File: src/rtl/text_cursor_ctrl.sv
// text_cursor_ctrl
//   Text-terminal cursor engine. It sits between the UART receiver and the
//   character-buffer RAM. Printable bytes become RAM writes at the cursor.
//   CR, LF, BS and FF move the cursor or clear the screen. At the bottom row
//   the screen either scrolls or wraps the cursor to logical row 0. Scrolling
//   rotates a top-row pointer, which the VGA read side adds to its row address.
//
// Ports
//   clk, reset_n       clock, asynchronous active-low reset
//   rx_data, rx_valid  received byte and its single-cycle strobe
//   wr_en/row/col/data character RAM write port (physical row)
//   cursor_row/col     logical cursor position
//   top_row            physical row displayed on screen line 0
//   busy               a clear sequence is in progress
//   overrun            sticky flag: a byte was dropped

module text_cursor_ctrl #(
  parameter int          COLS      = 32,
  parameter int          ROWS      = 4,
  parameter int          COL_W     = 5,
  parameter int          ROW_W     = 2,
  parameter int          SCROLL    = 1,
  parameter logic [7:0]  FILL_CHAR = 8'h20
) (
  input  logic             clk,
  input  logic             reset_n,
  input  logic [7:0]       rx_data,
  input  logic             rx_valid,
  output logic             wr_en,
  output logic [ROW_W-1:0] wr_row,
  output logic [COL_W-1:0] wr_col,
  output logic [7:0]       wr_data,
  output logic [ROW_W-1:0] cursor_row,
  output logic [COL_W-1:0] cursor_col,
  output logic [ROW_W-1:0] top_row,
  output logic             busy,
  output logic             overrun
);

  typedef enum logic [1:0] {IDLE, CLR_ROW, CLR_ALL} state_t;

  localparam logic [COL_W-1:0] COL_LAST = COL_W'(COLS - 1);
  localparam logic [ROW_W-1:0] ROW_LAST = ROW_W'(ROWS - 1);
  localparam logic [COL_W:0]   COLS_CNT = (COL_W + 1)'(COLS);
  localparam logic [ROW_W:0]   ROWS_CNT = (ROW_W + 1)'(ROWS);

  state_t           state;
  logic             pend_vld;
  logic [7:0]       pend_data;
  logic [ROW_W-1:0] clr_prow;   // physical row being cleared in CLR_ROW
  logic [COL_W:0]   clr_cnt;    // next column to clear
  logic [ROW_W:0]   clr_r;      // next row to clear in CLR_ALL

  logic             take;
  logic [7:0]       cur_byte;
  logic             is_print;
  logic             is_lf;
  logic             do_nl;
  logic [ROW_W-1:0] cur_prow;
  logic [ROW_W-1:0] top_next;

  // The sum is at most 2*ROWS-2, so one conditional subtract is enough.
  // ROWS does not have to be a power of two.
  function automatic logic [ROW_W-1:0] phys_row(input logic [ROW_W-1:0] top,
                                                input logic [ROW_W-1:0] r);
    logic [ROW_W:0] s;
    s = {1'b0, top} + {1'b0, r};
    if (s >= ROWS_CNT) s = s - ROWS_CNT;
    return s[ROW_W-1:0];
  endfunction

  // A byte waiting in the pending slot takes priority over a new arrival.
  // That keeps bytes in order when the slot is refilled in the same cycle.
  always_comb begin
    take     = (state == IDLE) && (pend_vld || rx_valid);
    cur_byte = pend_vld ? pend_data : rx_data;
    is_print = (cur_byte >= 8'h20) && (cur_byte <= 8'h7E);
    is_lf    = (cur_byte == 8'h0A);
    do_nl    = take && (is_lf || (is_print && (cursor_col == COL_LAST)));
    cur_prow = phys_row(top_row, cursor_row);
    top_next = (top_row == ROW_LAST) ? '0 : top_row + 1'b1;
  end

  always_ff @(posedge clk or negedge reset_n) begin
    if (!reset_n) begin
      state      <= IDLE;
      pend_vld   <= 1'b0;
      pend_data  <= '0;
      clr_prow   <= '0;
      clr_cnt    <= '0;
      clr_r      <= '0;
      wr_en      <= 1'b0;
      wr_row     <= '0;
      wr_col     <= '0;
      wr_data    <= '0;
      cursor_row <= '0;
      cursor_col <= '0;
      top_row    <= '0;
      busy       <= 1'b0;
      overrun    <= 1'b0;
    end else begin
      wr_en <= 1'b0;

      // Pending slot: it fills while busy. It is consumed on the first idle
      // cycle and can be refilled in that same cycle.
      if (busy) begin
        if (rx_valid) begin
          if (pend_vld) begin
            overrun <= 1'b1;
          end else begin
            pend_vld  <= 1'b1;
            pend_data <= rx_data;
          end
        end
      end else if (pend_vld) begin
        pend_vld <= rx_valid;
        if (rx_valid) pend_data <= rx_data;
      end

      case (state)
        IDLE: begin
          if (take) begin
            if (is_print) begin
              wr_en   <= 1'b1;
              wr_row  <= cur_prow;
              wr_col  <= cursor_col;
              wr_data <= cur_byte;
              if (cursor_col != COL_LAST) cursor_col <= cursor_col + 1'b1;
            end else if (cur_byte == 8'h0D) begin
              cursor_col <= '0;
            end else if (cur_byte == 8'h08) begin
              if (cursor_col != '0) begin
                cursor_col <= cursor_col - 1'b1;
                wr_en      <= 1'b1;
                wr_row     <= cur_prow;
                wr_col     <= cursor_col - 1'b1;
                wr_data    <= FILL_CHAR;
              end
            end else if (cur_byte == 8'h0C) begin
              // The first fill write goes out now. The rest follow in CLR_ALL.
              state   <= CLR_ALL;
              busy    <= 1'b1;
              wr_en   <= 1'b1;
              wr_row  <= '0;
              wr_col  <= '0;
              wr_data <= FILL_CHAR;
              clr_cnt <= (COL_W + 1)'(1);
              clr_r   <= '0;
            end

            if (do_nl) begin
              cursor_col <= '0;
              if (cursor_row != ROW_LAST) begin
                cursor_row <= cursor_row + 1'b1;
              end else if (SCROLL == 0) begin
                cursor_row <= '0;
              end else begin
                // After the rotation, the old top row is the new bottom line.
                top_row  <= top_next;
                state    <= CLR_ROW;
                busy     <= 1'b1;
                clr_prow <= top_row;
                if (is_lf) begin
                  // The write port is free, so clearing starts immediately.
                  wr_en   <= 1'b1;
                  wr_row  <= top_row;
                  wr_col  <= '0;
                  wr_data <= FILL_CHAR;
                  clr_cnt <= (COL_W + 1)'(1);
                end else begin
                  // The character write uses the port this cycle.
                  clr_cnt <= '0;
                end
              end
            end
          end
        end

        CLR_ROW: begin
          if (clr_cnt == COLS_CNT) begin
            state <= IDLE;
            busy  <= 1'b0;
          end else begin
            wr_en   <= 1'b1;
            wr_row  <= clr_prow;
            wr_col  <= clr_cnt[COL_W-1:0];
            wr_data <= FILL_CHAR;
            clr_cnt <= clr_cnt + 1'b1;
          end
        end

        CLR_ALL: begin
          if (clr_r == ROWS_CNT) begin
            state      <= IDLE;
            busy       <= 1'b0;
            top_row    <= '0;
            cursor_row <= '0;
            cursor_col <= '0;
          end else begin
            wr_en   <= 1'b1;
            wr_row  <= clr_r[ROW_W-1:0];
            wr_col  <= clr_cnt[COL_W-1:0];
            wr_data <= FILL_CHAR;
            if (clr_cnt == COLS_CNT - 1'b1) begin
              clr_cnt <= '0;
              clr_r   <= clr_r + 1'b1;
            end else begin
              clr_cnt <= clr_cnt + 1'b1;
            end
          end
        end

        default: begin
          state <= IDLE;
          busy  <= 1'b0;
        end
      endcase
    end
  end

endmodule

File: config.mk
export PLATFORM = sky130hd
export DESIGN_NAME = text_cursor_ctrl
export DESIGN_NICKNAME = d
export VERILOG_FILES = /design/src/rtl/text_cursor_ctrl.sv
export SDC_FILE = /design/constraint.sdc
export NUM_CORES = 1
export LEC_CHECK = 0
export CORE_MARGIN = 4
export CORE_UTILIZATION = 30
export DETAILED_ROUTE_END_ITERATION = 10
export PLACE_DENSITY = 0.53
export SYNTH_ARGS = -nofsm -noshare
export SYNTH_HDL_FRONTEND = slang
export SYNTH_SLANG_ARGS = --single-unit
File: constraint.sdc
create_clock -name clk -period 4.2 [get_ports clk]
set_input_delay 0.63 -clock clk [delete_from_list [all_inputs] [get_ports clk]]
set_output_delay 0.63 -clock clk [all_outputs]
set_load 0.01 [all_outputs]
Word level (Yosys, flattened, before mapping). Index checks and enable logic that the tools add are counted.

$lt $le $gt $ge: 3. Equal/unequal tests: 31. Shift operators: 0. $add $sub $neg: 8. Reduce and logical (&&, ||, !) cells: 20. Divide/modulo/power cells: 0. Multiply operators: 0. Multiplexer cells: 115. Bitwise gates (word level): 1.

Operators by type and width (number): 8-bit two-way mux (16); 5-bit two-way mux (19); 6-bit two-way mux (10); 2-bit two-way mux (28); 8-bit by 4-bit == test with 1-bit output, second input constant (4); 2-bit inequality test, second input constant (14); 1-bit two-way mux (24); 8-bit one-hot mux with 3 select lines (1); 3-bit two-way mux (7); 6-bit one-hot mux with 3 select lines (1); 5-bit one-hot mux with 3 select lines (1); 2-bit one-hot mux with 3 select lines (2); 5-bit by 3-bit inequality test with 1-bit output, second input constant (2); 5-bit one-hot mux with 2 select lines (1); 5-bit AND reduction (2); 3-bit AND reduction (3); 8-bit by 6-bit greater-or-equal comparator with 1-bit output, second input constant (1); 8-bit by 7-bit less-or-equal comparator with 1-bit output, second input constant (1); 2-bit one-hot mux with 2 select lines (2); 4-bit AND reduction (2); 8-bit AND reduction (1); 6-bit by 1-bit adder with 6-bit output, second input constant (1); 6-bit by 5-bit == test with 1-bit output, second input constant (1); 6-bit == test, second input constant (1); other kinds (24) (33).

Memory bits (writable): 0. Memories: 0. Logic and storage cells: 193. Latch bits: 0. ROM bits: 0. Register bits after elaboration: 49.

Depth between registers and ports, before layout.
Depth in word-level cells: 12. Gate-level depth with buffers: 10. Mapped depth without buffers: 9.

Worst setup path after synthesis. No wires, ideal clock.

Kind: in2reg. Start: input port rx_data[7]. End: register cursor_col[0]. Data required time: 4.108 ns. Cell stages on the path: 7. Setup time: 0.092 ns. Buffers on the path: 0. Arrival time: 2.529 ns. Setup slack: 1.579 ns. Cells stage by stage: or4_4 -> o22a_1 -> or3_4 -> o21ai_4 -> o41ai_4 -> a311o_1 -> o31ai_2.

Longest elaborated chain between the ends: 9.

RTL lines: from (decl) (RTL line 27) `input logic [7:0] rx_data,`; 8-bit two-way mux * (RTL line 76) `cur_byte = pend_vld ? pend_data : rx_data;`; 8-bit by 6-bit greater-or-equal comparator with 1-bit output or 8-bit by 7-bit less-or-equal comparator with 1-bit output (tied branches) (RTL line 77) `is_print = (cur_byte >= 8'h20) && (cur_byte <= 8'h7E);`; 1-bit logical AND (RTL line 77); 1-bit logical AND (RTL line 79) `do_nl = take && (is_lf || (is_print && (cursor_col == COL_LAST)));`; 1-bit logical OR (RTL line 79); 1-bit logical AND (RTL line 79); 5-bit two-way mux (RTL line 151) `if (do_nl) begin`; 5-bit two-way mux (RTL line 122) `if (take) begin`; 5-bit one-hot mux with 2 select lines (RTL line 120) `case (state)`; to (signal assigned) (RTL line 128) `if (cursor_col != COL_LAST) cursor_col <= cursor_col + 1'b1;`; to (signal assigned) (RTL line 133) `cursor_col <= cursor_col - 1'b1;`; to (decl) (RTL line 34) `output logic [COL_W-1:0] cursor_col,`.

Mark *: on every way between the ends. The rest lies on a longest branch, timed or not. The select of a mux whose other input is x is not followed. A chain may end at the register's enable or synchronous reset.

Worst setup path after layout.
Start: input port rx_data[6]. End: register cursor_col[2].

The elaborated chain is that of the path after synthesis.

==> impl_metrics.py <==
metrics = {
    "synthesis": {
        "ys_seq_elements": 49,
        "syn_nets": 384,
        "synth_most_common_cell": "dfrtp_1",
        "synth-warning-count": 0,
        "yosysTopAreaCellShare": 0.380,
        "synth_area_leaders": "dfrtp_1 (38%), ha_1 (5.4%), o21ai_0 (5.1%), mux2_2 (4.5%), nand2_1 (4.3%)",
        "yosysSeqAreaShare": 0.380,
        "yosysTopAreaCell": "dfrtp_1",
        "ys.flop_type": "dfrtp_1",
        "synthTopCellsByCount": "dfrtp_1 (49), nand2_1 (37), o21ai_0 (33)",
        "synthArstFlopShare": 1.00,
        "synthCells": 359,
        "synth_edf_count": 0,
        "avgSynthCellArea_um2": 8.98,
        "ys_types": 68,
        "synth_area_um2": 3220,
    },
    "sta": {
        "holdWs_ns": 0.428,
        "skew_ns": 0.00262,
        "fmax_ghz": 0.303,
        "period_share": 0.786,
        "period_needed_ns": 3.30,
        "tns_ns": 0,
        "hold_viol": 0,
        "finalMaxSlewViolations": 0,
        "rsz0062_at_grt": "no",
        "setup_viol": 0,
        "relSlewSlack": 0.548,
        "tightest_slew_ns": 0.660,
    },
    "cts": {
        "clock_path_buffers": 2,
        "clock_sinks": 49,
        "hold_buffers": 0,
        "cts_setup_buffers": 0,
        "cts_root_buffer": "clkbuf_8",
        "cts_buffers": 5,
        "tritoncts": "yes",
        "ctsResizeCount": 0,
        "htree_levels": 2,
        "clkTransAtPathRegs_ns": 0.09,
        "clk_latency_ns": 0.30,
    },
    "drt": {
        "drt-initial-drc-count": 183,
        "viasPerCell": 5.34,
        "ant_nets": 0,
        "wl_per_cell_um": 16.4,
        "route.detailed.drc": 0,
        "wl_mm": 8.66,
        "firstDrtPassIters": 4,
        "vias": 2821,
    },
    "die": {
        "initial_utilization": 0.310,
        "die_h_um": 112,
        "num_rows": 37,
        "die_w_um": 112,
        "dieArea_um2": 12500,
        "core_area_um2": 10400,
        "io_pins": 38,
    },
    "power_and_ir_drop": {
        "clkPwrFrac": 0.113,
        "p_leak_nw": 1.59,
        "internal-power_mw": 1.46,
        "seq_power_share": 0.341,
        "p_sw_mw": 1.11,
        "pwr-share-comb": 0.546,
        "switching_share": 0.431,
        "cellPowerDensity_nw_per_um2": 671,
        "vdd_ir_drop_max_mv": 0.191,
    },
    "global_routing": {
        "gr-total-overflow": 0,
        "grt_pass1_wl_mm": 14.9,
        "antenna_found_initial": 0,
        "track_usage": 0.143,
        "grt_max_degree": 50,
        "grt_pass1_vias": 2874,
    },
    "place": {
        "dpl_cell_area_um2": 3730,
        "dpl.hpwl_mm": 6.52,
        "gp_congestion": 0.883,
        "place_inst": 521,
        "io_buffers": 37,
    },
    "run": {
        "maxCapViolCount": 0,
    },
    "min_path": {
        "min_path_type": "in -> async",
    },
    "setup_path": {
        "end_kind": "flop",
        "crit_path_start_kind": "primary input",
        "cp_data_arrival_time_ns": 3.55,
        "path_class": "in -> reg",
        "cp.required_ns": 4.44,
        "cp_max_fo": 7,
    },
    "run_status": {
        "status": "completed",
    },
    "final_layout": {
        "drive_gt1_frac": 0.0995,
        "fill_cells": 1091,
        "seqCellArea_um2": 1230,
        "multiInputGateArea_um2": 1890,
        "num_antenna_cells": 0,
        "final_area_um2": 3820,
        "nNetsFinal": 417,
        "fin_util": 0.367,
        "syn2layout_area_growth_pct": 18.5,
        "layout.cells.non_filler": 528,
    },
}
critical path, cell delays in order:
cell	delay [ns]
clkdlybuf4s50_1	0.46
or4_4	0.55
o22ai_2	0.28
nand2_1	0.16
nor2_1	0.42
o41ai_4	0.21
a311oi_1	0.58
a32o_1	0.25
final timing paths:
kind	startpoint	endpoint	slack, ns	cells past startpoint
min reg2reg	wr_data[6]	wr_data[6]	0.49	2
max reg2reg	pend_vld	cursor_col[2]	1.06	6
min	reset_n	pend_data[7]	0.43	2
min in group clk	wr_data[6]	wr_data[6]	0.49	2
max	rx_data[6]	cursor_col[2]	0.90	8
max in group asynchronous	reset_n	state[0]	3.34	2
flip-flops by register name, summed over array words and instances, names as in the netlist, 2 cells and up:
signal	cells
clr_cnt	6
clr_prow	2
clr_r	3
cursor_col	5
cursor_row	2
pend_data	8
state	2
top_row	2
wr_col	5
wr_data	8
wr_row	2
metal layers:
metal,share of wire,up-vias,GRT usage
li1,-,1384,-
met1,0.46,1370,0.190
met5,0,-,0
met2,0.48,54,0.239
met4,0.020,0,0.0430
met3,0.041,13,0.0255
kinds of logic after synthesis:
family                   Yosys count  share of synthesized area
AO/OA/AOI/OAI                    115                      0.256
XOR/XNOR                           6                     0.0163
adder cells (fa/ha/maj)           15                     0.0574
buffers and inverters             29                     0.0349
flip-flops                        49                      0.380
multiplexers                      19                     0.0640
AND/OR/NAND/NOR                  126                      0.191
through the flow:
| stage | total power [mW] | worst slack, ns |
|---|---|---|
| 6_report | 2.57 | 0.897 |
| 4_1_cts | 2.59 | 0.926 |
| 2_1_floorplan | 1.76 | 1.58 |
| 3_5_place_dp | 2.29 | 0.621 |
| 5_1_grt | 2.79 | 0.766 |
| 3_3_place_gp | 2.28 | 0.600 |
power by group through the flow:
stage	combinational (mW)	sequential [mW]	clock [mW]
after detailed placement	1.40	0.887	0
after global placement	1.40	0.884	0
after CTS	1.41	0.878	0.301
final	1.40	0.875	0.290
after global routing	1.55	0.917	0.319
after floorplan	0.917	0.847	0
cell type report:
class	instances	area share
Timing Repair Buffer	41	0.103
Sequential cell	49	0.321
Inverter	14	0.0138
Clock buffer	7	0.0226
Multi-Input combinational cell	281	0.495
Tap cell	136	0.0445
placed cells by master, fill, tap and decap left out, types with 4 or more instances in the layout:
master	instances
clkbuf_8	6
and3_1	4
mux2_2	13
o21ai_0	33
mux2i_1	6
o221ai_1	4
xor2_1	5
inv_1	14
nand2_1	37
nor2_1	29
nand2b_1	9
a22o_1	4
a31oi_1	5
ha_1	14
a211oi_1	4
a21oi_1	19
dfrtp_1	49
nor3_1	7
nor2b_1	6
nand3_1	13
clkdlybuf4s50_1	36
buf_4	4
(Power assumes the default switching activity.)
